## config.mk

```make
export PLATFORM = sky130hd
export DESIGN_NAME = alu
export DESIGN_NICKNAME = d
export VERILOG_FILES = /design/src/rtl/alu.sv
export SDC_FILE = /design/constraint.sdc
export NUM_CORES = 1
export LEC_CHECK = 0
export CAP_MARGIN = 30
export CELL_PAD_IN_SITES_DETAIL_PLACEMENT = 0
export CELL_PAD_IN_SITES_GLOBAL_PLACEMENT = 1
export CORE_MARGIN = 2
export CORE_UTILIZATION = 30
export CTS_CLUSTER_SIZE = 14
export DETAILED_ROUTE_END_ITERATION = 8
export GPL_ROUTABILITY_DRIVEN = 0
export GPL_TIMING_DRIVEN = 1
export PLACE_DENSITY_LB_ADDON = 0.1
export REMOVE_ABC_BUFFERS = 1
export SLEW_MARGIN = 20
export SYNTH_ARGS = -nofsm -noshare
export SYNTH_HDL_FRONTEND = slang
export SYNTH_SLANG_ARGS = --single-unit
```

## constraint.sdc

```tcl
create_clock -name clk -period 7.6 [get_ports clk]
set_input_delay 0.76 -clock clk [delete_from_list [all_inputs] [get_ports clk]]
set_output_delay 0.76 -clock clk [all_outputs]
set_load 0.02 [all_outputs]
```

## src/rtl/alu.sv

```systemverilog
// Two-stage signed arithmetic unit for the FIR datapath: add, multiply, subtract
// and multiply-accumulate on DATA_W-bit operands with an RES_W-bit result.
module alu #(
  parameter int DATA_W = 16,
  parameter int RES_W  = 32
) (
  input  logic                     clk,
  input  logic                     rst,
  input  logic signed [DATA_W-1:0] a,
  input  logic signed [DATA_W-1:0] b,
  input  logic        [1:0]        op_sel,
  output logic signed [RES_W-1:0]  result
);

  typedef enum logic [1:0] {
    OP_ADD = 2'b00,
    OP_MUL = 2'b01,
    OP_SUB = 2'b10,
    OP_MAC = 2'b11
  } op_e;

  function automatic logic signed [RES_W-1:0] sext(input logic signed [DATA_W-1:0] x);
    return signed'({{(RES_W-DATA_W){x[DATA_W-1]}}, x});
  endfunction

  // RES_W = 2*DATA_W, so the widened product is exact, including -2^15 * -2^15.
  function automatic logic signed [RES_W-1:0] mul_full(input logic signed [DATA_W-1:0] x,
                                                       input logic signed [DATA_W-1:0] y);
    return sext(x) * sext(y);
  endfunction

  // Accumulation deliberately wraps modulo 2^RES_W; no saturation.
  function automatic logic signed [RES_W-1:0] wrap_add(input logic signed [RES_W-1:0] x,
                                                       input logic signed [RES_W-1:0] y);
    return x + y;
  endfunction

  logic signed [DATA_W-1:0] a_p1;
  logic signed [DATA_W-1:0] b_p1;
  op_e                      op_p1;
  logic signed [RES_W-1:0]  acc_p2;
  logic signed [RES_W-1:0]  prod_p1;
  logic signed [RES_W-1:0]  acc_nxt_p1;
  logic signed [RES_W-1:0]  res_nxt_p1;

  // Stage 1: operand and opcode capture.
  always_ff @(posedge clk) begin
    if (rst) begin
      a_p1  <= '0;
      b_p1  <= '0;
      op_p1 <= OP_ADD;
    end else begin
      a_p1  <= a;
      b_p1  <= b;
      op_p1 <= op_e'(op_sel);
    end
  end

  // Stage 2: combinational arithmetic on the captured operands.
  always_comb begin
    prod_p1    = mul_full(a_p1, b_p1);
    acc_nxt_p1 = wrap_add(acc_p2, prod_p1);
    res_nxt_p1 = '0;
    unique case (op_p1)
      OP_ADD:  res_nxt_p1 = wrap_add(sext(a_p1), sext(b_p1));
      OP_MUL:  res_nxt_p1 = prod_p1;
      OP_SUB:  res_nxt_p1 = sext(a_p1) - sext(b_p1);
      OP_MAC:  res_nxt_p1 = acc_nxt_p1;
      default: res_nxt_p1 = '0;
    endcase
  end

  always_ff @(posedge clk) begin
    if (rst) begin
      acc_p2 <= '0;
      result <= '0;
    end else begin
      result <= res_nxt_p1;
      if (op_p1 == OP_MAC) acc_p2 <= acc_nxt_p1;
    end
  end

endmodule

```

==> metrics.cfg, run 1 <==
[critical_path]
cp.arrival_ns = 8.01
rr_endpoint = acc_p2[31]$_SDFFE_PP0P_
slowest_stage = fa_1
critPathCaptureType = flop
r2r_slack_ns = -0.13
cpPeakStageDelay_ns = 0.56
start_kind = flop
cp_max_fo = 5
timing.critical_path.mode_cell = fa_1
setup.worst_path.class = flop to flop
critPathTopFamily = adder cells
r2r_cells = 32
cp_num_buf_inv = 6
reg2reg_from = a_p1[7]$_SDFF_PP0_
cp.required_ns = 7.87

[die]
pin_count = 68
start_util_pct = 30.37
core_area_mm2 = 0.05255
die-height_um = 234.6
dieArea_mm2 = 0.05505
die_x_um = 234.6
row_count = 84

[layout]
final_common_cell = inv_1
utilization_pct = 39.29
fin_nets = 2589
area_delta_synth_final_pct = 29.39
multi_input_area_mm2 = 0.01320
antenna_cells = 0
fillers = 5405
final_layout_size_suffix_gt1_share_pct = 21.49
regArea_mm2 = 0.002006
final_cell_area_mm2 = 0.02065
layout_common_cells = inv_1 (335), buf_4 (281), fa_1 (256), nand2_1 (207), ha_1 (129)

[hold_path]
holdPathEnd = acc_p2[29]$_SDFFE_PP0P_
hp-start = acc_p2[29]$_SDFFE_PP0P_
min_path_type = flop to flop
hold_depth = 2

[timing]
max_slew_margin_pct = 51.43
final.period_utilization_pct = 101.7
timing.setup.tns_ns = -0.2413
setup_ws_ns = -0.1321
fmax_mhz = 129.3
fin_crit_ns = 7.732
rsz0062_at_grt = true
slew_violations = 0
setup_viol = 3
worstMarginPinSlew_ns = 0.7285
clock-skew-final_ns = 0.01882
hold_violations = 0

[clock_tree]
cts_buffer_depth = 2
clkSlewWorstSetupHoldPaths_ns = 0.09
cts_tree = yes
numCtsBuffers = 9
cts_sinks = 98
clockRootBuffer = clkbuf_16
insertion_delay_ns = 0.40
htree_levels = 3

[logic_synthesis]
postSynthAreaPerCell_um2 = 8.701
ys_warn_count = 0
synthArstFlopShare_pct = 0
synth-edff-count = 0
ys.flop_type = dfxtp_1
syn_area_mm2 = 0.01596
ys_ff_latch = 98
yosys.area.top_type_share_pct = 33.24
yosys.area.top_type = fa_1
yosysUniqueCellTypes = 72
ys_top_cells_by_area = fa_1 (33%), dfxtp_1 (12%), ha_1 (12%), inv_1 (8.1%), nand2_1 (5.0%)
syn_inst = 1834
ys_seq_area_share_pct = 12.29

[routing]
drcViolationCount = 0
antenna_left = 0
vias = 13124
finalWirelength_mm = 52.41
wl_per_cell_um = 18.50
first_pass_iters = 4
drtIter0Drc = 501
via_per_inst = 4.633

[pwr]
leakagePower_nw = 10.01
powerDensity_mw_per_mm2 = 274.0
vdd_drop_max_uv = 320.5

[run_status]
violations = negative setup slack
status = complete, but fails checks

[global_routing]
grtUsageTotal_pct = 19.53
gr-total-overflow = 0
grt_pass1_wl_mm = 83.09
antenna_found_initial = 0
grt_max_degree = 53
grt_pass1_vias = 14269

[placed_design]
dp_hpwl_mm = 44.10
placed_area_mm2 = 0.01934
pre_cts_ws_ns = -0.7030
io_buffer_count = 67

[flow_run]
maxCapViolations = 0

[layout make-up]
type                    instances  area share (%)
clock buffers                   9           1.091
clock inverters                 6          0.2060
well taps                     688           4.169
flip-flops and latches         98           9.713
repair buffers                362           14.62
inverters                     346           6.290
multi-input cells            1324           63.92
[worst max path at each step]
stage | from | endpoint | slack, ns | depth (start not counted)
after global placement | b_p1[2]$_SDFF_PP0_ | acc_p2[31]$_SDFFE_PP0P_ | -0.65 | 30
after global routing | a_p1[8]$_SDFF_PP0_ | acc_p2[31]$_SDFFE_PP0P_ | -0.42 | 32
after floorplan | b_p1[7]$_SDFF_PP0_ | acc_p2[31]$_SDFFE_PP0P_ | -0.05 | 31
final | a_p1[7]$_SDFF_PP0_ | acc_p2[31]$_SDFFE_PP0P_ | -0.13 | 32
after detailed placement | b_p1[2]$_SDFF_PP0_ | acc_p2[31]$_SDFFE_PP0P_ | -0.70 | 29
after CTS | a_p1[6]$_SDFF_PP0_ | acc_p2[31]$_SDFFE_PP0P_ | -0.13 | 30
[tightest hold or removal path, delay by kind of cell, from the launching register on]
| family | cells | cell delay (ns) |
|---|---|---|
| simple gates | 1 | 0.05 |
| compound gates | 1 | 0.05 |
| flops | 1 | 0.31 |
[kinds of logic after synthesis]
kind of cell / share of synthesized area (%)
AND/OR/NAND/NOR: 15.61
multiplexers: 1.027
XOR/XNOR: 4.007
flip-flops: 12.29
buffers and inverters: 9.691
AO/OA/AOI/OAI: 12.60
adder cells (fa/ha/maj): 44.77
[Yosys cell counts (3+ instances only)]
| library cell | number |
|---|---|
| or3_1 | 4 |
| o22ai_1 | 5 |
| o31ai_1 | 3 |
| a311oi_1 | 3 |
| and2_1 | 100 |
| nor2b_1 | 46 |
| a211o_1 | 7 |
| ha_1 | 147 |
| a31oi_1 | 19 |
| nor4_1 | 3 |
| o21ai_0 | 45 |
| inv_1 | 345 |
| nand2_1 | 214 |
| a21o_1 | 32 |
| mux2i_1 | 13 |
| a21boi_0 | 3 |
| o21bai_1 | 8 |
| o21a_1 | 13 |
| a211oi_1 | 27 |
| nand2b_1 | 16 |
| fa_1 | 265 |
| xnor2_1 | 50 |
| clkbuf_1 | 65 |
| dfxtp_1 | 98 |
| xor2_1 | 23 |
| nor3_1 | 9 |
| or2_2 | 5 |
| a21oi_1 | 98 |
| and3_1 | 12 |
| nor2_1 | 91 |
| nand3_1 | 12 |
[repair_timing]
action / CTS / global route
pin swaps: 55 / 74
hold buffers: 0 / 0
setup buffers: 18 / 16
gates resized for setup: 99 / 86
endpoints found under the setup margin: 22 / 23
[sequential cells by signal, summed over array words and instances (netlist names)]
| register | flops |
|---|---|
| b_p1 | 16 |
| a_p1 | 16 |
| acc_p2 | 32 |
| op_p1 | 2 |
| result | 32 |
[metrics by stage]
stage	hold slack (ns)	std cells	power, mW
2_1_floorplan	0.4346	1768	2.730
3_3_place_gp	0.4476	2789	4.500
3_5_place_dp	0.4539	2789	4.477
4_1_cts	0.4638	2820	5.394
5_1_grt	0.4777	2833	6.157
6_report	0.4637	2833	5.658
[power by group]
part,switching (mW),internal (mW),total (mW)
Combinational,2.25,2.31,4.57
Sequential,0.0454,0.581,0.627
Clock,0.243,0.222,0.464
[metal layers]
| metal | part of all wire (%) | wire (um) | GRT usage (%) | vias to the layer above |
|---|---|---|---|---|
| met4 | 1.2 | 614 | 2.819 | 0 |
| met1 | 47 | 24570 | 26.83 | 6540 |
| li1 | - | - | - | 6389 |
| met5 | 0 | 0 | 0 | - |
| met2 | 50 | 25980 | 33.52 | 161 |
| met3 | 2.4 | 1243 | 2.420 | 34 |
Power figures use the tool's default switching activity.
==> inputs of run 2 (changes only) <==
--- a/config.mk
+++ b/config.mk
@@ -16,7 +16,6 @@
 export GPL_TIMING_DRIVEN = 1
 export PLACE_DENSITY_LB_ADDON = 0.1
 export REMOVE_ABC_BUFFERS = 1
-export SLEW_MARGIN = 20
 export SYNTH_ARGS = -nofsm -noshare
 export SYNTH_HDL_FRONTEND = slang
 export SYNTH_SLANG_ARGS = --single-unit
==> run 2 against run 1 <==
  * The run still ends with negative setup slack left
  * Routed wire length barely moved
  * Register-to-register slack barely moved
  * Hold slack barely moved
  * Core utilization barely moved
  * Worst setup slack improved by 0.0034 ns
  * Largest cell class unchanged
  * Highest routed layer unchanged
==> metrics.cfg, run 2 (synthesized netlist as in run 1, its figures left out) <==
[run_status]
status = complete, but fails checks
violations = negative setup slack

[critical_path]
timing.critical_path.mode_cell = fa_1
cp_max_fo = 5
reg2reg_from = a_p1[7]$_SDFF_PP0_
crit_start = a_p1[7]$_SDFF_PP0_
cpPeakStageDelay_ns = 0.56
critPathCaptureType = flop
setup.worst_path.class = flop to flop
slowest_stage = fa_1
cp.arrival_ns = 8.00
cp.required_ns = 7.87
start_kind = flop

[routing]
routed.top_layer = met4
met2WireLength_mm = 25.95
wl_met1_mm = 24.53
first_pass_iters = 4
via_per_inst = 4.635
wl_per_cell_um = 18.51
dr_wl_met3_mm = 1.311
antenna_left = 0
drtIter0Drc = 538
drcViolationCount = 0
finalWirelength_mm = 52.41
vias = 13125

[layout]
area_delta_synth_final_pct = 29.32
antenna_cells = 0
reg.largest.list = acc_p2 (32), result (32)
regArea_mm2 = 0.002006
fin_nets = 2588
final_common_cell = inv_1
final_layout_size_suffix_gt1_share_pct = 21.46
final_cell_count_no_fill = 2832
utilization_pct = 39.27
final_cell_area_mm2 = 0.02064
fillers = 5407
multi_input_area_mm2 = 0.01320
layout_common_cells = inv_1 (335), buf_4 (281), fa_1 (256), nand2_1 (207), ha_1 (129)

[global_routing]
grt_pass1_vias = 14269
grtUsageTotal_pct = 19.53
gr-total-overflow = 0
grt_max_degree = 53
antenna_found_initial = 0
grt_pass1_wl_mm = 83.09

[timing]
setup_ws_ns = -0.1286
hold_violations = 0
timing.setup.tns_ns = -0.2317
whs_ns = 0.4637
fmax_mhz = 129.4
final.period_utilization_pct = 101.7
worstMarginPinSlew_ns = 0.9482
setup_viol = 3
slew_violations = 0
rsz0062_at_grt = true
fin_crit_ns = 7.729
max_slew_margin_pct = 36.72
clock-skew-final_ns = 0.01891

[clock_tree]
clkSlewWorstSetupHoldPaths_ns = 0.09
cts_buffer_depth = 2
cts_sinks = 98
insertion_delay_ns = 0.40
clockRootBuffer = clkbuf_16
numCtsBuffers = 9
htree_levels = 3
cts_tree = yes
hold_buffers = 0

[die]
dieArea_mm2 = 0.05505
row_count = 84
die-height_um = 234.6
start_util_pct = 30.37
core_area_mm2 = 0.05255
pin_count = 68
die_x_um = 234.6

[pwr]
vdd_drop_max_uv = 320.3
powerDensity_mw_per_mm2 = 274.0
leakagePower_nw = 10.00
p_total_mw = 5.656

[flow_run]
maxCapViolations = 0

[placed_design]
placed_area_mm2 = 0.01934
io_buffer_count = 67
dp_hpwl_mm = 44.10
placedCellCount = 2789
pre_cts_ws_ns = -0.7030

[hold_path]
hp-start = acc_p2[29]$_SDFFE_PP0P_
min_path_type = flop to flop

-- run 2: changes by cell type in the layout (fill, tap and decap cells not counted), sizes merged --
cell  previous run  this run
buf            296       295
-- run 2: final timing paths --
check	end	cells past startpoint	slack, ns
hold reg to reg	acc_p2[29]$_SDFFE_PP0P_	2	0.46
setup / recovery	acc_p2[31]$_SDFFE_PP0P_	32	-0.13
setup reg to reg	acc_p2[31]$_SDFFE_PP0P_	32	-0.13
hold / removal	acc_p2[29]$_SDFFE_PP0P_	2	0.46
-- run 2: cell type report --
| cell class | count | area share, % |
|---|---|---|
| Tap cell | 688 | 4.171 |
| Clock buffer | 9 | 1.091 |
| Inverter | 346 | 6.293 |
| Timing Repair Buffer | 361 | 14.57 |
| Multi-Input combinational cell | 1324 | 63.95 |
| Clock inverter | 6 | 0.2061 |
| Sequential cell | 98 | 9.719 |
-- run 2: per-layer routing --
layer | up-vias | GRT usage, %
met1 | 6541 | 26.83
met4 | 0 | 2.819
met3 | 35 | 2.420
li1 | 6385 | -
met5 | - | 0
met2 | 164 | 33.52
-- run 2: power breakdown --
group          internal (mW)  switching [mW]  leakage [nW]
clock network          0.222           0.243         0.128
registers              0.581          0.0454         0.815
logic                   2.31            2.25          9.06
-- run 2: repair_timing --
action / CTS / global route
hold endpoints to repair: 0 / 0
gates resized for setup: 99 / 86
setup endpoints to repair: 22 / 25
pin swaps: 55 / 74
setup buffers: 18 / 16
-- run 2: worst max-delay path: cells and delay by family, from the launching register on --
| kind | cells | cell delay, ns |
|---|---|---|
| simple gates | 4 | 0.61 |
| fa+ha+maj | 8 | 3.64 |
| compound gates | 11 | 1.85 |
| xor+xnor | 1 | 0.16 |
| flops | 1 | 0.38 |
| buf+inv | 6 | 0.44 |
| mux | 2 | 0.50 |
==> inputs of run 3 (changes only) <==
--- a/config.mk
+++ b/config.mk
@@ -16,6 +16,7 @@
 export GPL_TIMING_DRIVEN = 1
 export PLACE_DENSITY_LB_ADDON = 0.1
 export REMOVE_ABC_BUFFERS = 1
+export SLEW_MARGIN = 5
 export SYNTH_ARGS = -nofsm -noshare
 export SYNTH_HDL_FRONTEND = slang
 export SYNTH_SLANG_ARGS = --single-unit
==> constraint.sdc (replaced) <==
create_clock -name clk -period 7.1 [get_ports clk]
set_input_delay 0.71 -clock clk [delete_from_list [all_inputs] [get_ports clk]]
set_output_delay 0.71 -clock clk [all_outputs]
set_load 0.02 [all_outputs]
==> run 3 against run 2 <==
  * Critical path type unchanged
  * Clock power grew 11%
  * Register-to-register slack worse by 0.39 ns
  * Worst setup slack got worse by 0.39 ns
  * Final area up 3.5%
  * The flow still finishes with violations (negative setup slack)
==> metrics.cfg, run 3 (synthesized netlist as in run 1, its figures left out) <==
[die]
row_count = 84
pin_count = 68
die-height_um = 234.6
core_area_mm2 = 0.05255
start_util_pct = 30.37
die_x_um = 234.6
dieArea_mm2 = 0.05505

[clock_tree]
numCtsBuffers = 9
cts_sinks = 98
cts_buffer_depth = 2
clkSlewWorstSetupHoldPaths_ns = 0.08
cts_tree = yes
clockRootBuffer = clkbuf_16
htree_levels = 3
insertion_delay_ns = 0.39
hold_buffers = 0

[timing]
clock-skew-final_ns = 0.01449
slew_violations = 0
max_slew_margin_pct = 39.39
setup_viol = 20
rsz0062_at_grt = true
setup_ws_ns = -0.5148
worstMarginPinSlew_ns = 0.9082
fin_crit_ns = 7.615
final.period_utilization_pct = 107.3
fmax_mhz = 131.3
hold_violations = 0
timing.setup.tns_ns = -4.413
whs_ns = 0.4646

[routing]
vias = 13479
via_per_inst = 4.670
antenna_left = 0
drcViolationCount = 0
first_pass_iters = 5
drtIter0Drc = 560
wl_per_cell_um = 18.89
finalWirelength_mm = 54.50

[global_routing]
grt_pass1_wl_mm = 85.40
grt_max_degree = 53
grt_pass1_vias = 14608
grtUsageTotal_pct = 20.18
antenna_found_initial = 1
gr-total-overflow = 0

[critical_path]
critPathCaptureType = flop
cp_max_fo = 5
cp.required_ns = 7.37
crit_start = a_p1[3]$_SDFF_PP0_
reg2reg_from = a_p1[3]$_SDFF_PP0_
setup.worst_path.class = flop to flop
r2r_cells = 29
slowest_stage = fa_1
cpPeakStageDelay_ns = 0.56
start_kind = flop
crit_end = result[30]$_SDFF_PP0_
cp.arrival_ns = 7.88
r2r_slack_ns = -0.51
rr_endpoint = result[30]$_SDFF_PP0_

[hold_path]
min_path_type = flop to flop

[placed_design]
pre_cts_ws_ns = -1.186
placedCellCount = 2828
io_buffer_count = 67
placed_area_mm2 = 0.01967
dp_hpwl_mm = 44.91

[pwr]
leakagePower_nw = 10.28
p_sw_mw = 2.818
powerDensity_mw_per_mm2 = 294.6
power_frac_clock_pct = 8.2
seqPwrFrac_pct = 10.6
pwr-share-comb_pct = 81.2
vdd_drop_max_uv = 296.4
p_total_mw = 6.295
swShare_pct = 44.77
p_int_mw = 3.477

[layout]
final_cell_count_no_fill = 2886
reg.largest.list = acc_p2 (32), result (32)
fin_nets = 2640
regArea_mm2 = 0.002013
final_cell_area_mm2 = 0.02137
final_layout_size_suffix_gt1_share_pct = 25.67
fillers = 5369
layout_common_cells = inv_1 (323), buf_4 (313), fa_1 (255), nand2_1 (205), ha_1 (119)
multi_input_area_mm2 = 0.01339
area_delta_synth_final_pct = 33.91
utilization_pct = 40.66
final_common_cell = inv_1

[run_status]
status = complete, but fails checks
violations = negative setup slack

[flow_run]
maxCapViolations = 0

-- run 3: changes by cell type in the layout (fill, tap and decap cells not counted), moves of 9 or more --
cell,previous run,this run
buf_6,5,18
ha_1,129,119
buf_4,281,313
inv_1,335,323
ha_4,12,21
inv_2,10,20
-- run 3: worst min-delay path by stage --
stage / from / to / slack, ns / cells past startpoint
after floorplan: acc_p2[0]$_SDFFE_PP0P_ / acc_p2[0]$_SDFFE_PP0P_ / 0.43 / 2
after global placement: acc_p2[0]$_SDFFE_PP0P_ / acc_p2[0]$_SDFFE_PP0P_ / 0.45 / 2
after detailed placement: acc_p2[17]$_SDFFE_PP0P_ / acc_p2[17]$_SDFFE_PP0P_ / 0.45 / 2
after CTS: acc_p2[20]$_SDFFE_PP0P_ / acc_p2[20]$_SDFFE_PP0P_ / 0.47 / 2
after global routing: acc_p2[0]$_SDFFE_PP0P_ / acc_p2[0]$_SDFFE_PP0P_ / 0.47 / 2
final: acc_p2[2]$_SDFFE_PP0P_ / acc_p2[2]$_SDFFE_PP0P_ / 0.46 / 2
-- run 3: layout make-up --
class	count	share of cell area, %
tap	688	4.028
sequential	98	9.421
timing repair buffer	413	16.46
inverter	346	6.107
clock inverter	6	0.2284
multi-input combinational	1324	62.67
clock buffer	10	1.071
antenna	1	0.01171
-- run 3: power groups by stage --
| stage | Sequential (mW) | Clock [mW] | Combinational [mW] |
|---|---|---|---|
| global route | 0.677 | 0.556 | 5.61 |
| detailed placement | 0.678 | 0 | 4.22 |
| finish | 0.669 | 0.514 | 5.11 |
| floorplan | 0.741 | 0 | 2.18 |
| global placement | 0.678 | 0 | 4.24 |
| CTS | 0.669 | 0.542 | 4.93 |
-- run 3: what timing repair did --
item | CTS | global route
buffers inserted | 36 | 12
setup endpoints to repair | 34 | 34
gates cloned | 0 | 0
resized for setup | 200 | 66
hold endpoints to repair | 0 | 0
pin swaps | 109 | 46
-- run 3: worst max-delay path: cells and delay by family, from the launching register on --
family / cells / cell delay, ns
xor+xnor: 1 / 0.20
fa+ha+maj: 8 / 3.50
compound gates: 7 / 1.61
buf+inv: 8 / 0.63
simple gates: 5 / 1.20
flops: 1 / 0.33
-- run 3: layer usage --
| metal | share of wire (%) | track usage, % |
|---|---|---|
| met1 | 45 | 26.84 |
| met4 | 1.4 | 3.337 |
| met5 | 0 | 0 |
| met3 | 2.9 | 2.585 |
| met2 | 50 | 35.45 |
